$ cat config.mk
export PLATFORM = sky130hd
export DESIGN_NAME = uart_byte_tx
export DESIGN_NICKNAME = d
export VERILOG_FILES = /design/src/rtl/uart_byte_tx.sv
export SDC_FILE = /design/constraint.sdc
export NUM_CORES = 1
export LEC_CHECK = 0
export ABC_AREA = 1
export BUFFER_PORTS_ARGS = -buffer_cell sky130_fd_sc_hd__buf_2
export CAP_MARGIN = 40
export CELL_PAD_IN_SITES_DETAIL_PLACEMENT = 1
export CELL_PAD_IN_SITES_GLOBAL_PLACEMENT = 2
export CORE_UTILIZATION = 35
export CTS_CLUSTER_DIAMETER = 100
export CTS_CLUSTER_SIZE = 40
export DETAILED_ROUTE_END_ITERATION = 10
export GPL_ROUTABILITY_DRIVEN = 0
export PLACE_DENSITY_LB_ADDON = 0.1
export SLEW_MARGIN = 20
export SYNTH_ARGS = -nofsm -noshare
export SYNTH_HDL_FRONTEND = slang
export SYNTH_SLANG_ARGS = --single-unit
$ cat constraint.sdc
create_clock -name clk -period 4.8 [get_ports clk]
set_input_delay 0.96 -clock clk [delete_from_list [all_inputs] [get_ports clk]]
set_output_delay 0.96 -clock clk [all_outputs]
set_load 0.02 [all_outputs]
$ cat src/rtl/uart_byte_tx.sv
// uart_byte_tx
// Byte-wide 8N1 UART transmitter (LSB first) with a valid/ready input handshake.
// Sends each byte taken from the upstream read-out stage on a single TX pin.
//
// Parameters:
//   CLKS_PER_BIT  clock cycles per bit period (2..65535); 434 gives 115200 baud at 50 MHz
//   STOP_BITS     number of stop bits (1 or 2)
//
// Ports:
//   clk          system clock
//   reset        synchronous, active-high reset
//   in_data      byte to transmit, sampled only on the transfer edge
//   in_valid     in_data is valid this cycle
//   in_ready     block can accept a byte this cycle (IDLE and not in reset)
//   tx           serial line, idle high (registered)
//   busy         a frame is in progress (registered)
//   frame_count  frames completed since reset, wraps at 16 bits
//
// State table:
//   state | meaning
//   IDLE  | line high, waiting for a byte
//   START | driving the start bit (low)
//   DATA  | shifting out the 8 data bits, LSB first
//   STOP  | driving STOP_BITS stop bits (high)

module uart_byte_tx #(
    parameter int CLKS_PER_BIT = 434,
    parameter int STOP_BITS    = 1
) (
    input  logic        clk,
    input  logic        reset,
    input  logic [7:0]  in_data,
    input  logic        in_valid,
    output logic        in_ready,
    output logic        tx,
    output logic        busy,
    output logic [15:0] frame_count
);

    typedef enum logic [1:0] {
        IDLE  = 2'd0,
        START = 2'd1,
        DATA  = 2'd2,
        STOP  = 2'd3
    } state_t;

    localparam logic [15:0] BAUD_LAST = 16'(CLKS_PER_BIT - 1);
    localparam logic        STOP_LAST = 1'(STOP_BITS - 1);

    state_t      state;
    logic [7:0]  shift;
    logic [2:0]  bit_cnt;
    logic [0:0]  stop_cnt;
    logic [15:0] baud_cnt;
    logic        bit_end;

    assign bit_end  = (baud_cnt == BAUD_LAST);
    assign in_ready = (state == IDLE) && !reset;

    // tx and busy are loaded with the value belonging to the state being
    // entered, so they change on the same edge as the state register.
    always_ff @(posedge clk) begin
        if (reset) begin
            state       <= IDLE;
            shift       <= 8'h00;
            bit_cnt     <= 3'd0;
            stop_cnt    <= 1'b0;
            baud_cnt    <= 16'd0;
            frame_count <= 16'd0;
            tx          <= 1'b1;
            busy        <= 1'b0;
        end else begin
            case (state)
                IDLE: begin
                    if (in_valid && in_ready) begin
                        shift    <= in_data;
                        baud_cnt <= 16'd0;
                        state    <= START;
                        tx       <= 1'b0;
                        busy     <= 1'b1;
                    end
                end

                START: begin
                    if (bit_end) begin
                        baud_cnt <= 16'd0;
                        bit_cnt  <= 3'd0;
                        state    <= DATA;
                        tx       <= shift[0];
                    end else begin
                        baud_cnt <= baud_cnt + 16'd1;
                    end
                end

                DATA: begin
                    if (bit_end) begin
                        baud_cnt <= 16'd0;
                        shift    <= shift >> 1;
                        bit_cnt  <= bit_cnt + 3'd1;
                        if (bit_cnt == 3'd7) begin
                            stop_cnt <= 1'b0;
                            state    <= STOP;
                            tx       <= 1'b1;
                        end else begin
                            // next bit is shift[1] before the shift takes effect
                            tx <= shift[1];
                        end
                    end else begin
                        baud_cnt <= baud_cnt + 16'd1;
                    end
                end

                STOP: begin
                    if (bit_end) begin
                        baud_cnt <= 16'd0;
                        if (stop_cnt == STOP_LAST) begin
                            state       <= IDLE;
                            frame_count <= frame_count + 16'd1;
                            busy        <= 1'b0;
                        end else begin
                            stop_cnt <= stop_cnt + 1'b1;
                        end
                    end else begin
                        baud_cnt <= baud_cnt + 16'd1;
                    end
                end

                default: begin
                    state <= IDLE;
                    tx    <= 1'b1;
                    busy  <= 1'b0;
                end
            endcase
        end
    end

endmodule

# After elaboration in Yosys (flattened, before gate mapping)
# Cells that the tools add are included.
# word_totals
ff_bits	48
output_inout_bits	19
# op_classes
addsub	4
muxes	30
n_bitwise	1
n_reduce_logical	17
n_eq_ne	11
# ops
cell	count
adder 16 x 1 -> 16 bit (second input constant)	2
two-way mux 16 bit	2
one-hot mux 16 bit (2 select lines)	1
== test 16 x 9 -> 1 bit (second input constant)	1
two-way mux 8 bit	2
one-hot mux 8 bit (2 select lines)	1
two-way mux 2 bit	6
AND reduction 4 bit	3
two-way mux 1 bit	11
inequality test 2 bit (second input constant)	5
AND reduction 3 bit	3
one-hot mux 2 bit (4 select lines)	1
nonzero test 2 bit	4
two-way mux 3 bit	2
one-hot mux 3 bit (2 select lines)	1
AND reduction 6 bit	1
== test 2 bit (second input constant)	2
one-hot mux 1 bit (2 select lines)	2
adder 3 x 1 -> 3 bit (second input constant)	1
== test 3 bit (second input constant)	1
one-hot mux 1 bit (3 select lines)	1
nonzero test 3 bit	1
OR reduction 3 bit	1
== test 2 x 1 -> 1 bit (second input constant)	1
other kinds (6)	7

# Logic depth before layout (Yosys ltp)
# Gate-level depths: netlist of the first run.
# depth
depth_word	5
depth_mapped	11
ltp_nobuf	11

# Least setup slack after synthesis of the first run
# OpenSTA, ideal clock, no wires.
# synth_timing
kind	in2out
from	in reset
to	out in_ready
t_arrival_ns	1.450
path_slack_ns	2.390
required_ns	3.840
stages	2
cell_sequence	clkbuf_1 nor2_1
# synth_between
elab_chain_cells	2
# synth_lines
element	line	source
start: declaration	31	input logic reset,
logical NOT 1 bit	58	assign in_ready = (state == IDLE) && !reset;
logical AND 1 bit	58	
end: declaration	34	output logic in_ready,
# No other way between the ends.

# Worst setup path in the final report of the first run
# Ends and elaborated chain as after synthesis.

==> metrics, run 1 <==
DRT iter0 DRCs=89; Placeable Area=roughly 7400 um2; Initial Util=a little under two fifths; post-route ant nets=0; Reg2Reg Depth=7; CTS root buf=clkbuf_8; layout cells sized above 1=between 10% and 20%; Syn Area/Cell=about 6.6 um2; Syn Std Cell Area=2750 um2; share of async-settable or async-resettable flops after synthesis=0%; most frequent cells in the layout=nand2_1, dfxtp_1, nor2_1, a21oi_1, inv_1; Inst Count DP=535; fin nets=464; vias post-DR=about 2.7k; chip width=90.64 um; clock transition at the registers of the reported paths=about 90 ps; slack of the worst reg-to-reg path=2440 ps; WHS Path Cells=2; Total GRT Usage=19.11%; f_max=about 0.37 GHz; Worst Path Arrival=1750 ps; DIE AREA=around 8200 um2; Setup Viol. Count Final=0; post-CTS setup buffers=0; Critical Path RT=3840 ps; drc violations=0; H-tree level count=2; drt first pass iters=4; antenna cell count=0; Hold Path Class=register to register; Clock Latency Late Sink=around 310 ps; first-pass GRT wire length=approximately 13000 um; crit end category=primary output; placed cell area=2979 um2; TritonCTS clock tree=built; area grow syn2layout=12.10%; clk_skew=7.610 ps; largest net degree at the start of global routing=31; io pins=30; Storage cell area=940.9 um2; Post-Syn Instances=a little over 400; Hold Path Origin=shift[2]; WL per Instance=13.44 um; Fillers=1001; vias in the first global route=2679; Hold Slack=467.7 ps; crit start category=input pin; CTS buffer count=5; crit path time final=2714 ps; RSZ-0062 raised after global routing=false; CTS resizes=0; worst vdd ir=roughly 0.19 mV; Power Density=~370 nW/um2; FP Rows=31; finished layout cell area=3083 um2; total gr overflow=0; crit-path max FO=30; commonest non-fill, non-tap cell in the layout=nand2_1; initial antenna violation count=0; port bufs=29; hold_buf cts=0; sequential cell area fraction in the yosys report=34.21%; Max Cap Viol=0; setup TNS=0 ps; total power=1.130 mW; Final Hold Viols=0; fin. max-slew vios=0; Non-Filler Instances=543; vias per inst=~5; Worst Hold End=shift[2]; Leak Pwr=1.278 nW; Least-Margin Pin Slew=between 600 and 700 ps; CTS Buffer Depth=2; reg-to-reg endpoint=shift[7]; DP Wirelength=5475 um; period utilization=56.55%; Max transition margin=59.79%; Die Y=90.64 um; top_reg_cell synth=dfxtp_1; Yosys warning count=0; synth unique cells=36; post-synthesis register bit count=47; total wire length=7299 um; Multi-input gate area=1599 um2; FF-to-FF Start=state[0]; Syn Nets=between 400 and 500; status=finished, final reports clean; Post-synth EDFFs=0; Crit Path Class=input pin to primary output; Sinks on Clock Net=47
==> stage by stage <==
stage	utilization, %	setup WS, ps
after floorplan	-	2390
after global placement	40.21	1827
after detailed placement	40.21	1745
after CTS	41.61	2035
after global routing	41.61	1846
final	41.61	2086
==> sequential cells by signal, summed over array words and instances, names as in the netlist <==
signal       count
bit_cnt          3
frame_count     16
tx               1
state            2
busy             1
baud_cnt        16
shift            8
==> cell families after synthesis <==
family / count (synthesis) / share of synthesized area [%]
AO/OA/AOI/OAI: 66 / 13.28
AND/OR/NAND/NOR: 234 / 38.72
adder cells (fa/ha/maj): 10 / 4.550
XOR/XNOR: 5 / 1.592
buffers and inverters: 53 / 7.643
flip-flops: 47 / 34.21
==> report_power, final <==
group	leakage (nW)	total (mW)	switching [mW]	internal, mW
registers	0.381	0.469	0.0338	0.436
logic	0.847	0.384	0.261	0.123
clock network	0.0505	0.276	0.145	0.131
total	1.28	1.13	0.440	0.690
==> worst max-delay path, stage by stage <==
cell and delay, ps:
buf_2 470, nor2_1 130, buf_2 190
==> cell usage after synthesis, types with 5 or more instances <==
| cell type | n | area (um2) |
|---|---|---|
| nand3_1 | 33 | 165.2 |
| ha_1 | 10 | 125.1 |
| inv_1 | 36 | 135.1 |
| o21ai_1 | 7 | 35.03 |
| xor2_1 | 5 | 43.79 |
| dfxtp_1 | 47 | 940.9 |
| nor3_1 | 9 | 45.04 |
| nor2_1 | 41 | 153.9 |
| nand4_1 | 11 | 68.82 |
| nand2_1 | 116 | 435.4 |
| inv_2 | 7 | 26.28 |
| o21ai_0 | 9 | 45.04 |
| a21oi_1 | 39 | 195.2 |
| nand2_2 | 6 | 37.54 |
==> worst max-delay path by stage <==
stage,start,to,slack (ps),depth (start not counted)
2_1_floorplan,reset,in_ready,2390,2
3_5_place_dp,reset,shift[7],1750,7
3_3_place_gp,reset,shift[7],1830,7
4_1_cts,reset,in_ready,2040,3
5_1_grt,reset,shift[7],1850,7
6_report,reset,in_ready,2090,3
==> layout make-up <==
type	instances	area share, %
tap	99	4.018
timing repair buffer	29	4.708
sequential	47	30.52
clock inverter	1	0.2435
inverter	45	5.519
multi-input combinational	315	51.87
clock buffer	7	3.125
==> routing by layer <==
layer  global-route usage [%]  vias up  share of wire (%)
met3                    3.199        5                2.1
met1                    26.21     1247                 54
met2                    30.81       21                 43
met5                        0        -                  0
li1                         -     1408                  -
met4                    5.108        0               0.89
Note: power is estimated with default switching activity, not from simulation.
==> run 2, diff against run 1 <==
--- a/config.mk
+++ b/config.mk
@@ -10,7 +10,7 @@
 export CAP_MARGIN = 40
 export CELL_PAD_IN_SITES_DETAIL_PLACEMENT = 1
 export CELL_PAD_IN_SITES_GLOBAL_PLACEMENT = 2
-export CORE_UTILIZATION = 35
+export CORE_UTILIZATION = 29
 export CTS_CLUSTER_DIAMETER = 100
 export CTS_CLUSTER_SIZE = 40
 export DETAILED_ROUTE_END_ITERATION = 10
==> constraint.sdc (replaced) <==
create_clock -name clk -period 2.3 [get_ports clk]
set_input_delay 0.46 -clock clk [delete_from_list [all_inputs] [get_ports clk]]
set_output_delay 0.46 -clock clk [all_outputs]
set_load 0.02 [all_outputs]
==> run 2 against run 1 <==
  * Power grew 110%
  * Critical path depth grew 2
  * First-iteration DRC count fell by 25%
  * Final cell count is 3.1% higher
  * Global-route usage is 2.5 points lower
  * Critical path type is now register to primary output
  * Critical endpoint unchanged
==> metrics, run 2 (synthesis gave the netlist of run 1 again) <==
status=finished, final reports clean (unchanged); chip width=99.38 um (was 90.64 um); crit path time final=2001 ps; crit-path max FO=6 (was 30); largest net degree at the start of global routing=30 (was 31); Storage cell area=940.9 um2 (unchanged); vias in the first global route=2722 (was 2679); Non-Filler Instances=560 (was 543); FP Rows=35 (was 31); Hold Slack=429.6 ps (was 467.7 ps); Switching Fraction=39.35% (was 38.93%); Power Density=755.9 nW/um2 (was 366.4 nW/um2); most frequent cells in the layout=nand2_1, dfxtp_1, nor2_1, a21oi_1, inv_1 (unchanged); total gr overflow=0 (unchanged); layout cells sized above 1=16.48% (was 15.54%); Critical Path RT=1840 ps (was 3840 ps); crit end category=primary output (unchanged); slack of the worst reg-to-reg path=380 ps (was 2440 ps); Gate power share=35.4% (was 34.0%); commonest non-fill, non-tap cell in the layout=nand2_1 (unchanged); Max Cap Viol=0 (unchanged); vias per inst=4.791 (was 4.937); fin. max-slew vios=0 (unchanged); TritonCTS clock tree=built (unchanged); final worst slack=298.9 ps (was 2086 ps); CTS root buf=clkbuf_8 (unchanged); first-pass GRT wire length=13320 um (was 12720 um); FF-to-FF Start=state[0] (unchanged); RSZ-0062 raised after global routing=false (unchanged); worst slack after detailed placement=336.4 ps (was 1745 ps); Hold Path Origin=in_data[7] (was shift[2]); total wire length=7642 um (was 7299 um); Fillers=1206 (was 1001); H-tree level count=2 (unchanged); clk_skew=15.23 ps (was 7.610 ps); setup TNS=0 ps (unchanged); post-route ant nets=0 (unchanged); Pint=1.435 mW (was 0.6898 mW); area grow syn2layout=13.83% (was 12.10%); worst vdd ir=0.3307 mV (was 0.1882 mV); Sinks on Clock Net=47 (unchanged); DIE AREA=9876 um2 (was 8216 um2); CTS resizes=0 (unchanged); Clk network pwr share=23.4% (was 24.5%); io pins=30 (unchanged); Initial Util=29.90% (was 37.12%); net switching power=0.9311 mW (was 0.4397 mW); port bufs=29 (unchanged); Flop pwr share=41.2% (was 41.6%); Setup Viol. Count Final=0 (unchanged); Worst Path Arrival=1540 ps (was 1750 ps); Leak Pwr=1.299 nW (was 1.278 nW); Die Y=99.38 um (was 90.64 um); hold_buf cts=0 (unchanged); Max transition margin=63.91% (was 59.79%); largest registers=baud_cnt: 16 flops, frame_count: 16 flops, shift: 8 flops (unchanged); f_max=0.4997 GHz; CTS Buffer Depth=2 (unchanged); Placeable Area=9196 um2 (was 7408 um2); clock transition at the registers of the reported paths=100 ps (was 90 ps); Inst Count DP=552 (was 535); Total GRT Usage=16.65% (was 19.11%); post-CTS setup buffers=0 (unchanged); drc violations=0 (unchanged); Hold Path Class=input pin to register (was register to register); vias post-DR=2683 (was 2681); period utilization=87.00%; crit start category=register (was input pin); Least-Margin Pin Slew=541.3 ps (was 603.2 ps); Worst Setup SP=state[0] (was reset); drt first pass iters=4 (unchanged); Multi-input gate area=1599 um2 (unchanged); DP Wirelength=5743 um (was 5475 um); WL per Instance=13.65 um (was 13.44 um); Clock Latency Late Sink=310 ps (about the same); fin nets=469 (was 464); Final Hold Viols=0 (unchanged); Crit Path Class=register to primary output (was input pin to primary output); initial antenna violation count=0 (unchanged); antenna cell count=0 (unchanged); CTS buffer count=5 (unchanged); DRT iter0 DRCs=67 (was 89)
[run 2: cell count changes in the layout (fill, tap and decap cells not counted)]
cell	before	now
buf_4	0	5
clkbuf_8	7	6
clkinv_4	0	1
[run 2: path summary, 6_finish.rpt]
path | end | cells past startpoint
setup / recovery | in_ready | 5
hold / removal | shift[7] | 3
setup reg to reg | shift[7] | 8
hold reg to reg | shift[6] | 2
[run 2: critical path, cell delays in order, from the launching register on]
cell and delay [ps]:
dfxtp_1 400, inv_1 100, ha_1 210, inv_1 270
nor2_1 80, buf_2 170
[run 2: final cells by class]
type,count,share of cell area [%]
Timing Repair Buffer,34,5.835
Clock inverter,2,0.5196
Sequential cell,47,30.06
Tap cell,111,4.436
Inverter,45,5.436
Multi-Input combinational cell,315,51.08
Clock buffer,6,2.638
[run 2: per-stage QoR]
stage               instance area [um2]  power (mW)  utilization (%)
global placement                   3032       1.842            32.97
global route                       3131       2.576            34.04
CTS                                3131       2.425            34.04
floorplan                          2750       1.621                -
detailed placement                 3032       1.852            32.97
finish                             3131       2.366            34.04
[run 2: per-layer routing]
layer | track usage, % | vias to the layer above | wire length (um)
met5 | 0 | - | 0
met4 | 3.054 | 0 | 48
met3 | 2.389 | 5 | 136
met2 | 27.46 | 24 | 3339
met1 | 23.25 | 1234 | 4117
li1 | - | 1420 | -
[run 2: power groups by stage]
stage | sequential (mW) | combinational, mW | clock [mW]
final | 0.974 | 0.839 | 0.554
after global routing | 0.992 | 0.965 | 0.618
after CTS | 0.976 | 0.864 | 0.586
after detailed placement | 0.994 | 0.858 | 0
after global placement | 0.991 | 0.851 | 0
after floorplan | 0.998 | 0.623 | 0
